### config.mk
export PLATFORM = sky130hd
export DESIGN_NAME = seven_segment_scanner
export DESIGN_NICKNAME = d
export VERILOG_FILES = /design/src/rtl/seg_scan_pkg.sv /design/src/rtl/seven_segment.sv /design/src/rtl/seven_segment_scanner.sv
export SDC_FILE = /design/constraint.sdc
export NUM_CORES = 1
export LEC_CHECK = 0
export CORE_UTILIZATION = 57
export CTS_BUF_LIST = sky130_fd_sc_hd__clkbuf_4
export DETAILED_ROUTE_END_ITERATION = 10
export MAX_ROUTING_LAYER = met4
export PLACE_DENSITY_LB_ADDON = 0.25
export REMOVE_ABC_BUFFERS = 1
export SETUP_SLACK_MARGIN = 0.5
export SLEW_MARGIN = 15
export SYNTH_ARGS = -nofsm -noshare
export SYNTH_HDL_FRONTEND = slang
export SYNTH_HIERARCHICAL = 1
export SYNTH_SLANG_ARGS = --single-unit
### constraint.sdc
create_clock -name CLK -period 4.25 [get_ports CLK]
set_input_delay 0.85 -clock CLK [delete_from_list [all_inputs] [get_ports CLK]]
set_output_delay 0.85 -clock CLK [all_outputs]
set_load 0.005 [all_outputs]
### src/rtl/seg_scan_pkg.sv
// Shared types and constants for the four-digit seven-segment scanner.
package seg_scan_pkg;

    typedef enum logic {
        BLANK = 1'b0,
        DRIVE = 1'b1
    } scan_state_t;

    localparam logic [6:0] SEG_OFF   = 7'h7F;
    localparam logic [3:0] ANODE_OFF = 4'hF;

endpackage

### src/rtl/seven_segment.sv
// Hex nibble to active-low segment pattern, bit order {g,f,e,d,c,b,a}.
module seven_segment
    import seg_scan_pkg::*;
(
    input  logic [3:0] i_hex,
    output logic [6:0] o_seg
);

    always_comb begin
        o_seg = SEG_OFF;
        case (i_hex)
            4'h0: o_seg = 7'h40;
            4'h1: o_seg = 7'h79;
            4'h2: o_seg = 7'h24;
            4'h3: o_seg = 7'h30;
            4'h4: o_seg = 7'h19;
            4'h5: o_seg = 7'h12;
            4'h6: o_seg = 7'h02;
            4'h7: o_seg = 7'h78;
            4'h8: o_seg = 7'h00;
            4'h9: o_seg = 7'h10;
            4'hA: o_seg = 7'h08;
            4'hB: o_seg = 7'h03;
            4'hC: o_seg = 7'h46;
            4'hD: o_seg = 7'h21;
            4'hE: o_seg = 7'h06;
            4'hF: o_seg = 7'h0E;
            default: o_seg = SEG_OFF;
        endcase
    end

endmodule

### src/rtl/seven_segment_scanner.sv
// Time-multiplexes one hex decoder across four anodes, with an all-dark
// gap before every digit to suppress ghosting.
module seven_segment_scanner
    import seg_scan_pkg::*;
#(
    parameter int DRIVE_CYCLES = 100000,
    parameter int BLANK_CYCLES = 1000
) (
    input  logic        CLK,
    input  logic        RST_N,
    input  logic [15:0] data_in,
    input  logic [3:0]  dp_in,
    input  logic [3:0]  digit_en,
    input  logic        blank_all,
    output logic [6:0]  segment,
    output logic        dp,
    output logic [3:0]  anode,
    output logic [1:0]  digit_sel,
    output logic        frame_start
);

    localparam int MAX_C = (BLANK_CYCLES > DRIVE_CYCLES) ? BLANK_CYCLES : DRIVE_CYCLES;
    localparam int CW    = $clog2(MAX_C + 1);
    localparam logic [CW-1:0] B_LAST = CW'(BLANK_CYCLES - 1);
    localparam logic [CW-1:0] D_LAST = CW'(DRIVE_CYCLES - 1);

    if (BLANK_CYCLES < 1) begin : g_bad_blank
        $error("BLANK_CYCLES must be >= 1");
    end
    if (DRIVE_CYCLES < 1) begin : g_bad_drive
        $error("DRIVE_CYCLES must be >= 1");
    end

    scan_state_t   r_state, w_state_nxt;
    logic [CW-1:0] r_cnt, w_cnt_nxt;
    logic [1:0]    r_sel, w_sel_nxt;
    logic          w_latch;
    logic [3:0]    r_nib;
    logic          r_dp_req;
    logic [6:0]    w_seg_dec;
    logic          w_dark;
    logic [3:0]    w_anode;

    always_ff @(posedge CLK or negedge RST_N) begin
        if (!RST_N) begin
            r_state <= BLANK;
            r_cnt   <= '0;
            r_sel   <= 2'd0;
        end else begin
            r_state <= w_state_nxt;
            r_cnt   <= w_cnt_nxt;
            r_sel   <= w_sel_nxt;
        end
    end

    // Counter restarts on every state change, so it never wraps inside a state.
    always_comb begin
        w_state_nxt = r_state;
        w_cnt_nxt   = r_cnt + CW'(1);
        w_sel_nxt   = r_sel;
        w_latch     = 1'b0;
        case (r_state)
            BLANK: if (r_cnt == B_LAST) begin
                w_state_nxt = DRIVE;
                w_cnt_nxt   = '0;
                w_latch     = 1'b1;
            end
            DRIVE: if (r_cnt == D_LAST) begin
                w_state_nxt = BLANK;
                w_cnt_nxt   = '0;
                w_sel_nxt   = r_sel + 2'd1;
            end
            default: begin
                w_state_nxt = BLANK;
                w_cnt_nxt   = '0;
            end
        endcase
    end

    // Snapshot taken once per slot so upstream writes cannot tear a digit.
    always_ff @(posedge CLK) begin
        if (w_latch) begin
            r_nib    <= data_in[{r_sel, 2'b00} +: 4];
            r_dp_req <= dp_in[r_sel];
        end
    end

    seven_segment u_dec (
        .i_hex (r_nib),
        .o_seg (w_seg_dec)
    );

    assign w_dark = blank_all || (r_state == BLANK);

    always_comb begin
        w_anode = ANODE_OFF;
        if (!w_dark && digit_en[r_sel]) begin
            w_anode[r_sel] = 1'b0;
        end
    end

    always_ff @(posedge CLK or negedge RST_N) begin
        if (!RST_N) begin
            anode       <= ANODE_OFF;
            segment     <= SEG_OFF;
            dp          <= 1'b1;
            digit_sel   <= 2'd0;
            frame_start <= 1'b0;
        end else begin
            anode       <= w_anode;
            segment     <= w_dark ? SEG_OFF : w_seg_dec;
            dp          <= w_dark ? 1'b1 : ~r_dp_req;
            digit_sel   <= r_sel;
            frame_start <= (r_state == BLANK) && (r_cnt == '0) && (r_sel == 2'd0);
        end
    end

endmodule

==> results of run 1 <==
## sequential cells by signal, summed over array words and instances, names as in the netlist
| register | flops |
|---|---|
| segment | 7 |
| r_sel | 2 |
| r_state | 1 |
| anode | 4 |
| r_nib | 4 |
| r_cnt | 17 |
| r_dp_req | 1 |
| dp | 1 |
| digit_sel | 2 |
| frame_start | 1 |
## where the power goes
part	total, mW	internal, mW	switching [mW]
registers	0.388	0.388	0
clock network	0.189	0.0773	0.111
logic	0.0355	0.0249	0.0105
total	0.612	0.490	0.122
## routing by layer
metal | global-route usage | wire (um)
met5 | - | 0
met4 | 0.09943 | 68
met2 | 0.3989 | 2163
met1 | 0.3070 | 1789
met3 | 0.03750 | 172
## final cells by class
type,count,share of cell area
well taps,48,0.02243
inverters,9,0.01262
repair buffers,42,0.1561
clock inverters,1,0.001869
multi-input cells,128,0.3986
clock buffers,7,0.01963
flip-flops and latches,40,0.3888
## logic make-up after synthesis
| group | after synthesis | share of synthesized area |
|---|---|---|
| xor gates and xnor gates | 15 | 0.06004 |
| DFF | 40 | 0.4757 |
| adders and majority gates | 13 | 0.07433 |
| AOI/OAI and AO/OA | 11 | 0.03602 |
| and+or+nand+nor | 76 | 0.2150 |
| muxes | 13 | 0.1023 |
| buffers and inverters | 16 | 0.03658 |
## metrics by stage
step / setup slack, ps / utilization
global placement: 2172 / 0.7157
floorplan: 2548 / -
detailed placement: 2096 / 0.7157
CTS: 1970 / 0.7314
finish: 1996 / 0.7314
global route: 1961 / 0.7314
## synthesized netlist by cell type, types with 3 or more instances
| library cell | n |
|---|---|
| sky130_fd_sc_hd__and3_1 | 3 |
| sky130_fd_sc_hd__buf_2 | 3 |
| sky130_fd_sc_hd__dfrtp_1 | 23 |
| sky130_fd_sc_hd__dfstp_2 | 12 |
| sky130_fd_sc_hd__edfxtp_1 | 5 |
| sky130_fd_sc_hd__ha_1 | 13 |
| sky130_fd_sc_hd__inv_1 | 9 |
| sky130_fd_sc_hd__mux2i_1 | 4 |
| sky130_fd_sc_hd__mux4_2 | 6 |
| sky130_fd_sc_hd__nand2_1 | 12 |
| sky130_fd_sc_hd__nand2b_1 | 7 |
| sky130_fd_sc_hd__nand3_1 | 9 |
| sky130_fd_sc_hd__nand4_1 | 4 |
| sky130_fd_sc_hd__nor2_1 | 13 |
| sky130_fd_sc_hd__nor2_2 | 12 |
| sky130_fd_sc_hd__o21ai_0 | 4 |
| sky130_fd_sc_hd__xnor2_1 | 9 |
| sky130_fd_sc_hd__xor2_1 | 6 |
## worst reg2reg max path, stage by stage (launching register included)
cell and delay, ps:
sky130_fd_sc_hd__dfrtp_1 440, sky130_fd_sc_hd__ha_1 280, sky130_fd_sc_hd__and3_1 240, sky130_fd_sc_hd__nand4_2 150
sky130_fd_sc_hd__o22ai_2 630, sky130_fd_sc_hd__a21oi_1 80
## path summary, 6_finish.rpt
| kind | slack, ps | startpoint | cells past startpoint | to |
|---|---|---|---|---|
| worst max-delay path | 2000 | anode[0] | 1 | anode[0] |
| worst min-delay path | 380 | r_dp_req | 1 | dp |
| min in group asynchronous | 930 | RST_N | 2 | digit_sel[1] |
| worst max register to register | 2260 | r_cnt[0] | 5 | r_cnt[16] |
| max in group asynchronous | 2980 | RST_N | 2 | anode[1] |
| worst min register to register | 380 | r_dp_req | 1 | dp |
==> flow_summary.toml, run 1 <==
[power]
power.density_cell_area_nw_per_um2 = 228.5
irDropWorstVdd_v = 0.0001481
total_leakage_power_nw = 1.083
total_power_uw = 611.8

[sta]
totalNegativeSetupSlack_ps = 0
finalSetupViolations = 0
post-route-min-period_ps = 2254
final_hold_viol_count = 0
grt_setup_unrepaired = "no"
drv_slew = 0
max_slew_margin = 0.5247
final_period_util = 0.5303
worstMarginPinSlew_ps = 712.9
timing.clock.skew_ps = 12.68
achievable-frequency_mhz = 443.7
hold_ws_ps = 376.8

[global_route]
grt_pass1_wl_um = 7383
grt_pass1_vias = 1626
track_usage = 0.2450
grt_start_max_net_pins = 36
grt_remaining_overflow = 0
initial_antenna_violation_count = 0

[finish]
layout.cells.most_common = "sky130_fd_sc_hd__clkdlybuf4s50_1"
multi_input_area_um2 = 1067
final_cell_count_no_fill = 275
layout_common_cells = "sky130_fd_sc_hd__clkdlybuf4s50_1 (41), sky130_fd_sc_hd__dfrtp_1 (23), sky130_fd_sc_hd__nor2_1 (13), sky130_fd_sc_hd__ha_1 (13)"
drive_above_1_share = 0.2203
seqCellArea_um2 = 1041
design.final.nets = 266
antenna_fix_cells = 0
cell_area_after_layout_um2 = 2678
fillCellCount = 246
area.growth.synth_to_final_pct = 22.36

[place]
port_buffers = 41
dp.final_hpwl_um = 3238
place.detailed.instances = 267
post_dp_cell_area_um2 = 2620
gpl.final_weighted_congestion = 0.8203

[logic_synthesis]
total_number_of_yosys_warnings = 6
synth-main-ff-cell = "sky130_fd_sc_hd__dfrtp_1"
mappedNetlistArea_um2 = 2188
proportion_of_synthesized_chip_area_in_sequential_cells = 0.4757
netlist_top_cells_area = "sky130_fd_sc_hd__dfrtp_1 (26%), sky130_fd_sc_hd__dfstp_2 (14%), sky130_fd_sc_hd__ha_1 (7.4%)"
synth-seq-cells = 40
number_of_flops_mapped_to_enable_cells_by_yosys = 5
library_cells_used_by_synthesis = 41
synthArstFlopShare = 0.8750
synthesis.area_per_instance_um2 = 11.89
post_synth_inst_count = 184
yosysTopAreaCellShare = 0.2630
synth_top_area_cell = "sky130_fd_sc_hd__dfrtp_1"

[clocking]
clock-root-buffer = "sky130_fd_sc_hd__clkbuf_4"
cts_hold_buffers = 0
postCtsResizedCells = 0
clock_tree.htree_level_count = 2
clock_insertion_delay_worst_skew_ps = 340
cts_tree = "yes"
clock_sinks = 40
max-clock-path-buffers = 2
post_cts_buffers = 0
clkSlewWorstSetupHoldPaths_ps = 110
numCtsBuffers = 5

[setup_path]
worst-endpoint-arrival_ps = 1400
cp-start-kind = "flip-flop"
path_cells = "clkdlybuf4s50_1"
cpPeakStageDelay_ps = 560
cp_top_family = "flip-flops"
critical_path.max_fanout = 1
critPathRequiredTime_ps = 3400
slowest_library_cell_on_the_worst_path = "sky130_fd_sc_hd__dfstp_2"
end_kind = "primary output"
critical_path_buf_inv_count = 1
crit_path_kind = "reg2out"

[die]
core.rowCount = 22
die_area_um2 = 4091
core-area_um2 = 3661
ioPinCount = 42
initial_standard_cell_utilization_of_the_core = 0.5977
floorplan.die.height_um = 63.96
dieWidth_um = 63.96

[drt]
wirelength_um = 4192
dr_total_vias = 1534
detail_route.vias_per_cell = 5.578
routed_wire_length_per_instance_um = 15.24
drt_iter0_drcs = 81
post-route-drc-count = 0
detail_route.first_pass.iterations = 4
postRouteAntennaNets = 0

[hold_path]
worst_hold_path_type = "reg2reg"

[run_status]
result_of_the_run = "finished, final reports clean"

[job]
number_of_maximum_capacitance_constraint_violations = 0
Note: power is estimated with default switching activity, not from simulation.
==> run 2: changes to the inputs <==
--- a/config.mk
+++ b/config.mk
@@ -5,7 +5,7 @@
 export SDC_FILE = /design/constraint.sdc
 export NUM_CORES = 1
 export LEC_CHECK = 0
-export CORE_UTILIZATION = 57
+export CORE_UTILIZATION = 48
 export CTS_BUF_LIST = sky130_fd_sc_hd__clkbuf_4
 export DETAILED_ROUTE_END_ITERATION = 10
 export MAX_ROUTING_LAYER = met4
==> constraint.sdc (replaced) <==
create_clock -name CLK -period 2.07 [get_ports CLK]
set_input_delay 0.414 -clock CLK [delete_from_list [all_inputs] [get_ports CLK]]
set_output_delay 0.414 -clock CLK [all_outputs]
set_load 0.005 [all_outputs]
==> flow_summary.toml, run 2 (same netlist as run 1, synthesis figures left out) <==
[clocking]
clkSlewWorstSetupHoldPaths_ps = 120
clock_tree.htree_level_count = 2
clock_insertion_delay_worst_skew_ps = 350
max-clock-path-buffers = 2
clock-root-buffer = "sky130_fd_sc_hd__clkbuf_4"
cts_tree = "yes"
clock_sinks = 40
numCtsBuffers = 5

[drt]
wirelength_um = 4335
routed_wire_length_per_instance_um = 14.35
dr_total_vias = 1576
postRouteAntennaNets = 0
detail_route.vias_per_cell = 5.219
post-route-drc-count = 0
drt_iter0_drcs = 83
detail_route.first_pass.iterations = 4

[finish]
largest-register = "r_cnt"
layout.cells.most_common = "sky130_fd_sc_hd__clkdlybuf4s50_1"
largest_reg_flops = 17
final_cell_count_no_fill = 302
fillCellCount = 324
layout_common_cells = "sky130_fd_sc_hd__clkdlybuf4s50_1 (26), sky130_fd_sc_hd__buf_4 (22), sky130_fd_sc_hd__dfrtp_1 (14)"
antenna_fix_cells = 0
multi_input_area_um2 = 1124
largest_registers = "r_cnt x17, segment x7"
area.growth.synth_to_final_pct = 34.02
drive_above_1_share = 0.3560
design.final.nets = 289
seqCellArea_um2 = 1052

[sta]
post-route-min-period_ps = 1576
final_period_util = 0.7614
timing.clock.skew_ps = 11.04
finalSetupViolations = 0
totalNegativeSetupSlack_ps = 0
max_slew_margin = 0.7116
final_hold_viol_count = 0
achievable-frequency_mhz = 634.5
grt_setup_unrepaired = "yes"
worstMarginPinSlew_ps = 432.5
drv_slew = 0

[die]
die_area_um2 = 4833
core.rowCount = 24
floorplan.die.height_um = 69.52
initial_standard_cell_utilization_of_the_core = 0.5026
ioPinCount = 42
dieWidth_um = 69.52
core-area_um2 = 4354

[hold_path]
worst_hold_path_type = "reg2reg"

[setup_path]
critical_path.max_fanout = 5
end_kind = "flip-flop"
worst-endpoint-arrival_ps = 1640
critPathRequiredTime_ps = 2130
crit_path_kind = "reg2reg"
cp-start-kind = "flip-flop"

[global_route]
grt_remaining_overflow = 0
track_usage = 0.1990
grt_pass1_wl_um = 7238
grt_pass1_vias = 1542
grt_start_max_net_pins = 36
initial_antenna_violation_count = 0

[run_status]
result_of_the_run = "finished, final reports clean"

[place]
port_buffers = 41
gpl.final_weighted_congestion = 0.8148
dp.final_hpwl_um = 2936
place.detailed.instances = 273

[power]
total_power_mw = 1.366
irDropWorstVdd_v = 0.0003263
total_leakage_power_nw = 1.186
power.density_cell_area_nw_per_um2 = 465.9

[job]
number_of_maximum_capacitance_constraint_violations = 0
run 2: path summary, 6_finish.rpt:
| path | to | slack, ps | depth (start not counted) | start |
|---|---|---|---|---|
| setup / recovery | r_nib[0] | 490 | 4 | r_cnt[12] |
| hold reg to reg | dp | 400 | 1 | r_dp_req |
| max in group asynchronous | dp | 1260 | 2 | RST_N |
| setup reg to reg | r_nib[0] | 490 | 4 | r_cnt[12] |
| min in group asynchronous | r_cnt[14] | 460 | 2 | RST_N |
| hold / removal | dp | 400 | 1 | r_dp_req |
run 2: critical path: stages (launching register included):
cell and delay (ps):
sky130_fd_sc_hd__dfrtp_2 460, sky130_fd_sc_hd__nor4_4 360, sky130_fd_sc_hd__nand4_2 160, sky130_fd_sc_hd__buf_4 170, sky130_fd_sc_hd__nor2_4 140
run 2: per-layer routing:
metal  vias to the layer above  GRT usage  part of all wire
met1                       766     0.2441              0.45
li1                        770          -                 -
met2                        35     0.3182              0.50
met5                         -          -                 0
met3                         5    0.04651             0.034
met4                         0    0.08163             0.017
run 2: timing repair:
item | in CTS | in global routing
setup endpoints to repair | 39 | 33
buffers inserted | 6 | 14
pin swaps | 0 | 7
resized for setup | 21 | 23
cloned | 1 | 0
hold buffers | 0 | 0
run 2: per-stage QoR:
step	hold slack, ps	worst slack [ps]	utilization	area [um2]
after CTS	410.6	449.4	0.6345	2763
after detailed placement	394.2	337.5	0.6063	2640
after global routing	423.5	451.6	0.6736	2933
after floorplan	118.4	367.6	-	2142
after global placement	379.9	382.7	0.6063	2640
final	401.8	493.9	0.6736	2933
run 2: final cells by class:
cell class,instances,area share
Clock inverter,3,0.01280
Inverter,9,0.01152
Clock buffer,5,0.01280
Tap cell,52,0.02218
Timing Repair Buffer,65,0.1988
Sequential cell,40,0.3588
Multi-Input combinational cell,128,0.3831
run 2: power breakdown:
group          switching (mW)  internal (mW)
sequential                  0          0.796
combinational          0.0203         0.0510
clock                   0.252          0.247
total                   0.273           1.09
